### src/rtl/key_entry_fsm.sv
// Keypad entry controller: builds signed decimal entries, sequences operand/operator
// latching, fires the calculator and holds the value for the segment display.
module key_entry_fsm #(
  parameter int unsigned CALC_LAT = 2,
  parameter int unsigned MAX_MAG  = 2147483647
) (
  input  logic        sw_clk,
  input  logic        rst_n,
  input  logic [3:0]  eBCD,
  input  logic        key_valid,
  input  logic [31:0] result,
  input  logic        calc_err,
  output logic [31:0] operand1,
  output logic [31:0] operand2,
  output logic [2:0]  operator,
  output logic        start,
  output logic [31:0] fnd_serial,
  output logic        err_flag
);

  localparam int unsigned CntW = $clog2(CALC_LAT + 2);

  typedef enum logic [2:0] {
    StIdleA, StEnterA, StOpWait, StEnterB, StCalc, StShow
  } state_e;

  state_e           state_q, state_d;
  logic             sign_q, sign_d;
  logic [30:0]      mag_q, mag_d;
  logic [31:0]      operand1_q, operand1_d;
  logic [31:0]      operand2_q, operand2_d;
  logic [2:0]       operator_q, operator_d;
  logic [2:0]       pend_op_q, pend_op_d;
  logic             chain_q, chain_d;
  logic             start_q, start_d;
  logic [CntW-1:0]  cnt_q, cnt_d;
  logic [31:0]      fnd_q, fnd_d;
  logic             err_q, err_d;

  logic        is_digit, is_op, is_eq, is_neg;
  logic [3:0]  op_off;
  logic [2:0]  op_code;
  logic [34:0] app_sum;
  logic        app_ok;
  logic [31:0] buf_val;

  function automatic logic [31:0] signed_val(input logic sign, input logic [30:0] mag);
    return sign ? (32'd0 - {1'b0, mag}) : {1'b0, mag};
  endfunction

  assign is_digit = key_valid && (eBCD <= 4'd9);
  assign is_op    = key_valid && (eBCD >= 4'd10) && (eBCD <= 4'd13);
  assign is_eq    = key_valid && (eBCD == 4'd14);
  assign is_neg   = key_valid && (eBCD == 4'd15);
  assign op_off   = eBCD - 4'd10;
  assign op_code  = {1'b0, op_off[1:0]};

  // Wide enough that mag*10+d can never wrap before the range check.
  assign app_sum  = ({4'd0, mag_q} * 35'd10) + {31'd0, eBCD};
  assign app_ok   = app_sum <= 35'(MAX_MAG);
  assign buf_val  = signed_val(sign_q, mag_q);

  always_comb begin
    state_d    = state_q;
    sign_d     = sign_q;
    mag_d      = mag_q;
    operand1_d = operand1_q;
    operand2_d = operand2_q;
    operator_d = operator_q;
    pend_op_d  = pend_op_q;
    chain_d    = chain_q;
    start_d    = 1'b0;
    cnt_d      = cnt_q;
    err_d      = err_q;

    unique case (state_q)
      StIdleA: begin
        if (is_digit) begin
          sign_d  = 1'b0;
          mag_d   = {27'd0, eBCD};
          state_d = StEnterA;
        end else if (is_neg) begin
          sign_d  = 1'b1;
          mag_d   = '0;
          state_d = StEnterA;
        end
      end
      StEnterA: begin
        if (is_digit) begin
          if (app_ok) mag_d = app_sum[30:0];
        end else if (is_neg) begin
          sign_d = ~sign_q;
        end else if (is_op) begin
          operand1_d = buf_val;
          operator_d = op_code;
          state_d    = StOpWait;
        end else if (is_eq) begin
          operand1_d = buf_val;
          state_d    = StShow;
        end
      end
      StOpWait: begin
        if (is_op) begin
          operator_d = op_code;
        end else if (is_digit) begin
          sign_d  = 1'b0;
          mag_d   = {27'd0, eBCD};
          state_d = StEnterB;
        end else if (is_neg) begin
          sign_d  = 1'b1;
          mag_d   = '0;
          state_d = StEnterB;
        end
      end
      StEnterB: begin
        if (is_digit) begin
          if (app_ok) mag_d = app_sum[30:0];
        end else if (is_neg) begin
          sign_d = ~sign_q;
        end else if (is_eq || is_op) begin
          operand2_d = buf_val;
          chain_d    = is_op;
          if (is_op) pend_op_d = op_code;
          start_d    = 1'b1;
          cnt_d      = '0;
          state_d    = StCalc;
        end
      end
      StCalc: begin
        // Counting starts with the start cycle; capture at the end of cycle CALC_LAT after it.
        cnt_d = cnt_q + 1'b1;
        if (cnt_q == CntW'(CALC_LAT)) begin
          if (calc_err) begin
            err_d   = 1'b1;
            state_d = StShow;
          end else begin
            operand1_d = result;
            if (chain_q) begin
              operator_d = pend_op_q;
              state_d    = StOpWait;
            end else begin
              state_d = StShow;
            end
          end
        end
      end
      StShow: begin
        if (is_digit) begin
          err_d   = 1'b0;
          sign_d  = 1'b0;
          mag_d   = {27'd0, eBCD};
          state_d = StEnterA;
        end else if (is_neg) begin
          err_d   = 1'b0;
          sign_d  = 1'b1;
          mag_d   = '0;
          state_d = StEnterA;
        end else if (is_op && !err_q) begin
          operator_d = op_code;
          state_d    = StOpWait;
        end else if (is_eq && !err_q) begin
          chain_d = 1'b0;
          start_d = 1'b1;
          cnt_d   = '0;
          state_d = StCalc;
        end
      end
      default: state_d = StIdleA;
    endcase
  end

  always_comb begin
    fnd_d = fnd_q;
    unique case (state_d)
      StIdleA:            fnd_d = '0;
      StEnterA, StEnterB: fnd_d = signed_val(sign_d, mag_d);
      StOpWait:           fnd_d = operand1_d;
      StShow:             fnd_d = err_d ? 32'd0 : operand1_d;
      StCalc:             fnd_d = fnd_q;
      default:            fnd_d = '0;
    endcase
  end

  always_ff @(posedge sw_clk or negedge rst_n) begin
    if (!rst_n) begin
      state_q    <= StIdleA;
      sign_q     <= 1'b0;
      mag_q      <= '0;
      operand1_q <= '0;
      operand2_q <= '0;
      operator_q <= '0;
      pend_op_q  <= '0;
      chain_q    <= 1'b0;
      start_q    <= 1'b0;
      cnt_q      <= '0;
      fnd_q      <= '0;
      err_q      <= 1'b0;
    end else begin
      state_q    <= state_d;
      sign_q     <= sign_d;
      mag_q      <= mag_d;
      operand1_q <= operand1_d;
      operand2_q <= operand2_d;
      operator_q <= operator_d;
      pend_op_q  <= pend_op_d;
      chain_q    <= chain_d;
      start_q    <= start_d;
      cnt_q      <= cnt_d;
      fnd_q      <= fnd_d;
      err_q      <= err_d;
    end
  end

  assign operand1   = operand1_q;
  assign operand2   = operand2_q;
  assign operator   = operator_q;
  assign start      = start_q;
  assign fnd_serial = fnd_q;
  assign err_flag   = err_q;

endmodule

### config.mk
export PLATFORM = sky130hd
export DESIGN_NAME = key_entry_fsm
export DESIGN_NICKNAME = d
export VERILOG_FILES = /design/src/rtl/key_entry_fsm.sv
export SDC_FILE = /design/constraint.sdc
export NUM_CORES = 1
export LEC_CHECK = 0
export CAP_MARGIN = 30
export CORE_MARGIN = 4
export CORE_UTILIZATION = 51
export DETAILED_ROUTE_END_ITERATION = 16
export MAX_ROUTING_LAYER = met4
export PLACE_DENSITY = 0.84
export SYNTH_ARGS = -nofsm -noshare
export SYNTH_HDL_FRONTEND = slang
export SYNTH_SLANG_ARGS = --single-unit
### constraint.sdc
create_clock -name sw_clk -period 4.72 [get_ports sw_clk]
set_input_delay 0.944 -clock sw_clk [delete_from_list [all_inputs] [get_ports sw_clk]]
set_output_delay 0.944 -clock sw_clk [all_outputs]
set_load 0.02 [all_outputs]
=== Yosys cells after proc, flatten, opt, wreduce, memory -nomap -nowiden ===
Index checks and enable logic that the tools add are counted.

* Bits of input ports: 40
* Output and inout bits: 101
* Register bits: 141

* $add $sub $neg: 5
* Eq/ne operators: 26
* Multiplexer cells: 82
* Bitwise logic cells: 3
* Multipliers: 1
* Magnitude comparators: 4
* Reductions and logical operators: 21

{| class="wikitable"
|+ Operators with widths
! kind !! number
|-
| two-way mux 32 bit || 9
|-
| two-way mux 31 bit || 5
|-
| one-hot mux 32 bit (4 select lines) || 1
|-
| one-hot mux 31 bit (3 select lines) || 1
|-
| two-way mux 3 bit || 28
|-
| one-hot mux 32 bit (2 select lines) || 1
|-
| subtractor 1 x 31 -> 32 bit, first input constant || 2
|-
| adder 35 x 4 -> 35 bit || 1
|-
| less-or-equal comparator 35 x 31 -> 1 bit, second input constant || 1
|-
| multiplier 31 x 3 -> 34 bit, second input constant || 1
|-
| inequality test 2 bit, second input constant || 13
|-
| two-way mux 1 bit || 23
|-
| one-hot mux 3 bit (6 select lines) || 1
|-
| AND reduction 8 bit || 2
|-
| two-way mux 2 bit || 7
|-
| == test 3 x 2 -> 1 bit, second input constant || 4
|-
| == test 3 bit, second input constant || 4
|-
| one-hot mux 3 bit (4 select lines) || 1
|-
| AND reduction 9 bit || 1
|-
| == test 4 bit, second input constant || 2
|-
| less-or-equal comparator 4 bit, second input constant || 2
|-
| logical AND 1 bit || 7
|-
| == test 3 x 1 -> 1 bit, second input constant || 2
|-
| one-hot mux 1 bit (2 select lines) || 3
|-
| 16 further kinds || 20
|}

=== Longest topological paths before layout ===
Gate-level depths: netlist of run 1.

* Depth in word-level cells: 11
* Gate-level depth with buffers: 24

=== Worst setup path after synthesis of run 1 ===
OpenSTA, ideal clock, no wires.

* Path kind: register -> register
* Start point: reg mag_q[1]
* End point: reg fnd_q[28], in the netlist fnd_serial[28]
* Slack: -0.523 ns
* Cell stages (with the launch flop): 24
* Clock period less this slack: 5.243 ns
* Data required time: 4.590 ns
* Arrival: 5.113 ns
* Cells stage by stage: dfrtp_1 -> ha_1 -> ha_1 -> inv_1 -> fa_1 -> nand2b_1 -> a21o_1 -> a21o_1 -> a31o_2 -> xor2_1 -> nand4b_2 -> or4b_1 -> buf_2 -> or4_4 -> a211oi_2 -> nor3_2 -> inv_1 -> ha_1 -> o31ai_1 -> nor2_1 -> buf_2 -> a41oi_1 -> xnor2_1 -> o21ai_1

* Cells in the longest elaborated chain, start to end: 9
* Elaborated cells between the ends (all ways): 20
* Classes of those cells: 3 x add/sub; 1 x mul; 1 x order compare; 15 x mux

{| class="wikitable"
|+ Ends and longest elaborated chain
! element !! line !! source
|-
| from (decl) || 29 || <nowiki>logic [30:0] mag_q, mag_d;</nowiki>
|-
| from (signal assigned) || 201 || <nowiki>mag_q <= mag_d;</nowiki>
|-
| multiplier 31 x 3 -> 34 bit || 59 || <nowiki>assign app_sum = ({4'd0, mag_q} * 35'd10) + {31'd0, eBCD};</nowiki>
|-
| adder 35 x 4 -> 35 bit || 59 ||
|-
| less-or-equal comparator 35 x 31 -> 1 bit || 60 || <nowiki>assign app_ok = app_sum <= 35'(MAX_MAG);</nowiki>
|-
| two-way mux 31 bit || 90, 117 ||
|-
| two-way mux 31 bit || 116 || <nowiki>if (is_digit) begin</nowiki>
|-
| one-hot mux 31 bit (3 select lines) * || 76 || <nowiki>unique case (state_q)</nowiki>
|-
| named net mag_d[1] || 29 ||
|-
| subtractor 1 x 31 -> 32 bit * || 48 || <nowiki>return sign ? (32'd0 - {1'b0, mag}) : {1'b0, mag};</nowiki>
|-
| two-way mux 32 bit * || 48 ||
|-
| one-hot mux 32 bit (4 select lines) * || 174 || <nowiki>unique case (state_d)</nowiki>
|-
| to (signal assigned) || 209 || <nowiki>fnd_q <= fnd_d;</nowiki>
|-
| to (decl) || 37 || <nowiki>logic [31:0] fnd_q, fnd_d;</nowiki>
|}

The timed path passes the listed nets; every way through them passes the cells marked *.
A chain may end at the register's enable or synchronous reset.

=== Worst setup path after layout of run 1 ===
* Start point: reg mag_q[14]
* End point: reg fnd_q[25], in the netlist fnd_serial[25]

* Cells in the longest elaborated chain, start to end: 9
* Elaborated cells between the ends (all ways): 20
* Classes of those cells: 3 x add/sub; 1 x mul; 1 x order compare; 15 x mux

{| class="wikitable"
|+ Ends and longest elaborated chain
! element !! line
|-
| multiplier 31 x 3 -> 34 bit || 59
|-
| adder 35 x 4 -> 35 bit || 59
|-
| less-or-equal comparator 35 x 31 -> 1 bit || 60
|-
| two-way mux 31 bit || 90, 117
|-
| two-way mux 31 bit || 116
|-
| one-hot mux 31 bit (3 select lines) || 76
|-
| named net mag_d[0] || 29
|-
| subtractor 1 x 31 -> 32 bit || 48
|-
| two-way mux 32 bit || 48
|-
| one-hot mux 32 bit (4 select lines) || 174
|}

The timed path passes the listed nets, and every way through them passes these cells.

==> results of run 1 <==
## layer usage
metal / part of all wire (%) / vias up / GRT usage (%)
met5: 0 / - / -
met4: 4.9 / 0 / 13.1
met3: 10 / 221 / 5.77
met2: 46 / 909 / 55.7
met1: 38 / 6002 / 45.6
li1: - / 5394 / -
## power by group through the flow
stage          Combinational [mW]  Sequential [mW]  Clock, mW
2_1_floorplan                3.41             2.28          0
3_3_place_gp                 6.52             1.97          0
3_5_place_dp                 6.71             1.99          0
4_1_cts                      7.38             1.98       1.50
5_1_grt                      8.36             2.06       1.56
6_report                     7.96             2.03       1.51
## cell families (layout without fill, tap and decap cells)
group	after synthesis	in the layout	synth area share, %
muxes	14	14	1.40
AOI/OAI and AO/OA	411	411	26.2
buffers and inverters	102	505	4.19
DFF	140	140	32.9
and+or+nand+nor	402	402	19.1
other	1	1	0.0353
xor gates and xnor gates	98	98	8.07
adders and majority gates	67	67	8.03
## critical path, delay by kind of cell, from the launching register on
kind	cells	cell delay (ps)
xor+xnor	1	210
simple gates	7	1890
compound gates	6	980
buf+inv	6	760
fa+ha+maj	2	710
flops	1	480
## sequential cells by signal (all words and copies together), names as in the netlist
name,cells
state_q,3
pend_op_q,2
start,1
sign_q,1
operand1,32
operator,2
operand2,32
cnt_q,2
err_flag,1
chain_q,1
fnd_serial,32
mag_q,31
## final cells by class
class / count / area, um^2
multi-input combinational: 993 / 7590
timing repair buffer: 442 / 3770
tap: 270 / 338
clock buffer: 19 / 443
sequential: 140 / 3520
fill: 1236 / 4380
inverter: 31 / 116
clock inverter: 13 / 205
## through the flow
| step | cell area [um^2] | worst slack [ps] | util (%) | TNS (ps) |
|---|---|---|---|---|
| final | 16000 | -459 | 78.5 | -10440 |
| after global routing | 16000 | -646 | 78.5 | -15060 |
| after CTS | 15500 | -425 | 75.9 | -10450 |
| after detailed placement | 14200 | -601 | 69.7 | -14880 |
| after global placement | 14200 | -531 | 69.7 | -12130 |
| after floorplan | 10700 | -407 | - | -6980 |
## what timing repair did
action / 4_1_cts / 5_1_grt
gates resized for setup: 96 / 77
endpoints found under the setup margin: 31 / 40
setup buffers: 19 / 12
cloned: 2 / 0
pin swaps: 54 / 52
## cell usage after synthesis (all sizes together), types with 12 or more instances
| library cell | instances | area [um^2] |
|---|---|---|
| clkbuf | 49 | 186 |
| and2 | 15 | 93.8 |
| a21o | 14 | 105 |
| nor3 | 24 | 130 |
| a21oi | 57 | 289 |
| nand4 | 25 | 156 |
| nand2b | 12 | 75.1 |
| inv | 31 | 116 |
| a22oi | 61 | 458 |
| o21ai | 126 | 634 |
| xor2 | 44 | 385 |
| nor4 | 15 | 115 |
| o31ai | 19 | 161 |
| nand3 | 20 | 100 |
| a31oi | 19 | 119 |
| xnor2 | 54 | 473 |
| buf | 22 | 143 |
| nor2 | 86 | 323 |
| or3 | 17 | 106 |
| ha | 65 | 813 |
| nand2 | 136 | 513 |
| a22o | 14 | 123 |
| dfrtp | 140 | 3500 |
## path summary, 6_finish.rpt
path | end | cells after the start | startpoint | slack, ps
worst max-delay path | fnd_serial[25] | 22 | mag_q[14] | -460
worst min-delay path | operand2[8] | 2 | operand2[8] | 480
worst max register to register | fnd_serial[25] | 22 | mag_q[14] | -460
worst min register to register | operand2[8] | 2 | operand2[8] | 480
max in group asynchronous | mag_q[14] | 2 | rst_n | 3140
min in group asynchronous | operator[1] | 1 | rst_n | 520
==> summary.txt, run 1 <==
Yosys
  – FFs w/ async S/R, synth: 100%
  – Avg Cell Area, Syn: 8.61 um^2
  – EDFF count, synth: 0
  – Gate Count Post-Synth: 1,235
  – Sequential share of the synthesized area: 32.9%
  – Post-Syn Area: 10,600 um^2
  – #FFs+latches synth: 140
  – Synth cell types: between 80 and 90
  – Synthesis Warnings: 0
  – Post-Syn Nets: 1,342
  – Ys flop type: dfrtp_1

Route
  – Iteration-0 DRC Markers: between 1,000 and 1,500
  – DR vias: 12,500
  – Total Wirelength: 43,400 um
  – DRC errors left: 0
  – Drt wl/cell: 22.7 um
  – Via density: 6.56
  – DR pass1 iterations: 8
  – Routed Antenna Nets: 0

Finish
  – Fin nets: 1,732
  – # diodes: 0
  – Most frequent cells in the layout: buf_4 (289), clkdlybuf4s50_1 (138), nand2_1 (131), dfrtp_1 (129), o21ai_0 (91)
  – Area growth, synth to finish: 50.3%
  – Commonest non-fill, non-tap cell in the layout: buf_4
  – Ratio of cells with drive above 1 in the final layout: 30.3%
  – Layout Cells excl Fill: 1,908

Pwr
  – NetSw: 5.39 mW
  – Power Total: 11.5 mW
  – Leak: between 6 and 7 nW
  – Seq pwr share: 17.7%
  – Combinational share of power: between 60% and 70%
  – Peak VDD IR: 0.381 mV
  – Internal power: 6.12 mW
  – Clock network fraction of total power: between 10% and 20%
  – Pwr/cell area: 720 nW/um^2
  – Net Sw Frac: 46.8%

STA
  – Hold slack: 483 ps
  – Max-slew headroom: 54.7%
  – Post-route minimum period: 5180 ps
  – Final Hold Fails: 0
  – Final Setup Violations: 30
  – Highest Clock Rate: 193 MHz
  – Worst Clk Skew: 9.31 ps
  – Final Worst Setup Slack: -459 ps
  – Period utilization: 110%
  – RSZ-0062 raised after global routing: yes
  – Max-slew violation count: 0
  – Slew at the pin closest to its max-slew limit: between 600 and 700 ps

Floorplan
  – Rows: 52
  – # IOs: about 140
  – Core area: 20,400 um^2
  – Die Ht: between 150 and 200 um
  – Die W: 152 um
  – Full die area: 23,200 um^2
  – Initial Utilization: 52.2%

Placed design
  – Placed Cells: 1,844
  – RePlAce Congestion: 0.974
  – Port-buffer cells: 139
  – Hpwl dp: 30,000 um

GRT
  – Initial antenna violation count: 0
  – Vias in the first global route: 11,900
  – Total gr overflow: 0
  – First-pass GRT wire length: 64,600 um
  – Largest net degree at the start of global routing: 71
  – GR Util All Layers: about a third

Critical path
  – CP Cell Sequence: ha_1 > ha_2 > buf_4 > nand2_1 > or3_1 > o21bai_2 > nand2_1 > o21a_1 > a211oi_2 > or4b_4 > buf_6 > nor4_4 > nor2_2 > o311ai_4 > inv_2 > nor4_4 > buf_6 > buf_12 > buf_12 > a41oi_1 > xnor2_1 > o21ai_1
  – Crit start category: register
  – Critical Path Sink Type: register
  – Crit Path Max Fanout: 5
  – Slowest stage cell, crit path: or4b_4
  – Crit path kind: reg -> reg
  – CP arrival: 5480 ps
  – Crit path required time: 5020 ps
  – Max incr delay on CP: 550 ps

CTS
  – Root buf cell: clkbuf_16
  – H-tree levels: 4
  – CTS tree: built
  – Hold_buf cts: 0
  – Clk Latency, worst-skew pair: ~440 ps
  – TritonCTS Buffers: 17
  – Reg clk slew, reported paths: roughly 60 ps
  – Sink Count: 140
  – Max Buffers Root-to-Sink: 2

Run status
  – Outcome: finished, violations left
  – Failing checks: setup timing

Min path
  – Worst hold path class: reg -> reg

Flow run
  – Max cap viols: 0
Note: power is estimated with default switching activity, not from simulation.
==> run 2, diff against run 1 <==
Settings changed: CORE_UTILIZATION 51 to 55, DONT_BUFFER_PORTS set to 1, PLACE_DENSITY 0.84 to 0.79.
==> run 2 against run 1 <==
Effect of this change:
- the run still ends with setup timing left
- combinational power fell by 13%
- wire length is 6.0% lower
- first-iteration DRC count up 16%
- clock skew increased by 1.5 ps
- critical path type unchanged
==> summary.txt, run 2 (synthesis gave the netlist of run 1 again) <==
Floorplan
  – Full die area: 21,600 um^2 (-6.9%)
  – Rows: 50 (-3.8%)
  – Die W: 147 um (-3.5%)
  – Die Ht: 147 um (-3.5%)
  – Core area: 18,800 um^2 (-7.5%)
  – # IOs: 141 (unchanged)
  – Initial Utilization: 56.5% (+4.3 points)

Run status
  – Outcome: finished, violations left
  – Failing checks: setup timing

Pwr
  – Leak: 6.34 nW (-7.6%)
  – Peak VDD IR: 0.341 mV (-10%)
  – Pwr/cell area: 744 nW/um^2 (+3.4%)

CTS
  – Sink Count: 140 (unchanged)
  – Max Buffers Root-to-Sink: 2 (unchanged)
  – Clk Latency, worst-skew pair: 430 ps (about the same)
  – Root buf cell: clkbuf_16
  – CTS tree: built
  – Hold_buf cts: 0 (unchanged)
  – TritonCTS Buffers: 17 (unchanged)
  – Reg clk slew, reported paths: 70 ps (about the same)
  – H-tree levels: 4 (unchanged)

Critical path
  – Max incr delay on CP: 430 ps (-120 ps)
  – CP bufs+invs: 7 (+1)
  – CP Cell Sequence: ha_4 > ha_4 > inv_2 > fa_2 > nand2b_4 > a21o_1 > buf_6 > a21boi_0 > or3_1 > nand4_1 > nor4b_4 > nand4_1 > buf_4 > buf_6 > buf_6 > or4_4 > a31oi_4 > nor3_4 > nor4_4 > buf_12 > buf_6 > a31oi_1 > xnor2_1 > o21ai_1
  – Reg2reg setup slack: -540 ps (-80 ps)
  – Crit path top cell by count: buf_6
  – Crit path kind: reg -> reg
  – Worst R2R Start: mag_q[3]
  – RR Endpoint: fnd_serial[17]
  – CP arrival: 5560 ps (+80 ps)
  – Crit path required time: 5010 ps (about the same)
  – Top delay family on crit path: simple AND/OR/NAND/NOR gates
  – R2R depth: 24 (+9.1%)
  – Slowest stage cell, crit path: dfrtp_2
  – Crit start category: register
  – Crit Path Max Fanout: 7 (+2)
  – Critical Path Sink Type: register

Finish
  – Commonest non-fill, non-tap cell in the layout: buf_4
  – Multi-input logic area: 7560 um^2 (-0.44%)
  – Area taken by flip-flops and latches: 3510 um^2 (-0.11%)
  – Ratio of cells with drive above 1 in the final layout: 32.0% (+1.7 points)
  – Fillers: 1,162 (-6.0%)
  – Fin nets: 1,578 (-8.9%)
  – Layout Cells excl Fill: 1,744 (-8.6%)
  – Most frequent cells in the layout: buf_4 (269), nand2_1 (132), dfrtp_1 (132), o21ai_0 (93), nor2_1 (82)
  – # diodes: 0 (unchanged)
  – Area growth, synth to finish: 35.4%
  – Final Util: 76.5% (-2.0 points)

STA
  – Max-slew violation count: 0 (unchanged)
  – Max-slew headroom: 39.2% (-15 points)
  – Highest Clock Rate: 190 MHz (-1.6%)
  – Slew at the pin closest to its max-slew limit: 911 ps (+232 ps)
  – Post-route minimum period: 5260 ps (+83.9 ps)
  – Worst Clk Skew: 10.9 ps (+1.54 ps)
  – Final Setup Violations: 31 (+3.3%)
  – Final Hold Fails: 0 (unchanged)
  – Final Worst Setup Slack: -543 ps (-83.9 ps)
  – Hold slack: 203 ps (-280 ps)
  – Period utilization: 111% (+1.8 points)
  – RSZ-0062 raised after global routing: yes

GRT
  – Largest net degree at the start of global routing: 141 (+99%)
  – Total gr overflow: 0 (unchanged)
  – First-pass GRT wire length: 59,600 um (-7.7%)
  – GR Util All Layers: 35.3% (+0.17 points)
  – Vias in the first global route: 11,100 (-6.4%)
  – Initial antenna violation count: 0 (unchanged)

Placed design
  – Port-buffer cells: 0 (-100%)
  – Post-place setup slack: -472 ps (+129 ps)
  – RePlAce Congestion: 1.03 (+6.2%)
  – Placed Cells: 1,671 (-9.4%)
  – Hpwl dp: 28,000 um (-6.4%)

Route
  – Drt wl/cell: 23.4 um (+2.9%)
  – Routed Antenna Nets: 0 (unchanged)
  – DR vias: 11,800 (-5.5%)
  – Via density: 6.79 (+3.4%)
  – DR pass1 iterations: 10 (+2)
  – Iteration-0 DRC Markers: 1,721 (+16%)
  – Total Wirelength: 40,800 um (-6.0%)
  – DRC errors left: 0 (unchanged)

Flow run
  – Max cap viols: 0 (unchanged)

Min path
  – Worst hold path class: in -> async
run 2: per-layer routing:
layer	share of wire, %	global-route usage (%)	vias to the layer above
li1	-	-	5089
met1	37	45.1	5664
met2	46	54.6	883
met3	12	8.30	204
met4	4.9	14.0	0
met5	0	-	-
run 2: stage by stage:
| step | TNS [ps] | power, mW | area (um^2) |
|---|---|---|---|
| global placement | -8180 | 7.78 | 12600 |
| floorplan | -6980 | 5.68 | 10700 |
| detailed placement | -10840 | 7.93 | 12600 |
| CTS | -9380 | 9.70 | 13600 |
| global route | -19340 | 11.2 | 14400 |
| finish | -13560 | 10.7 | 14400 |
run 2: layout make-up:
cell class              instances  area share (%)
multi-input cells             993            52.5
flip-flops and latches        140            24.4
repair buffers                288            15.9
clock buffers                  19            3.08
well taps                     260            2.26
clock inverters                13            1.09
inverters                      31           0.808
run 2: worst max path at each step:
stage / cells past startpoint / slack, ps / end / start
detailed placement: 22 / -470 / fnd_serial[30] / mag_q[3]
global placement: 21 / -360 / fnd_serial[19] / mag_q[5]
finish: 24 / -540 / fnd_serial[17] / mag_q[3]
CTS: 26 / -410 / fnd_serial[18] / mag_q[3]
global route: 21 / -690 / fnd_serial[6] / mag_q[4]
floorplan: 23 / -410 / fnd_serial[28] / mag_q[1]
run 2: repair_timing:
action                                  in CTS  in global routing
buffers inserted                            21                 26
pin swaps                                   31                 78
gates resized for setup                     60                113
cloned                                       1                  0
endpoints found under the setup margin      31                 59
run 2: power breakdown:
part	leakage [nW]	internal [mW]	switching, mW	total [mW]
sequential	1.86	1.62	0.794	2.41
clock	0.285	0.808	0.591	1.40
combinational	4.20	3.01	3.90	6.91
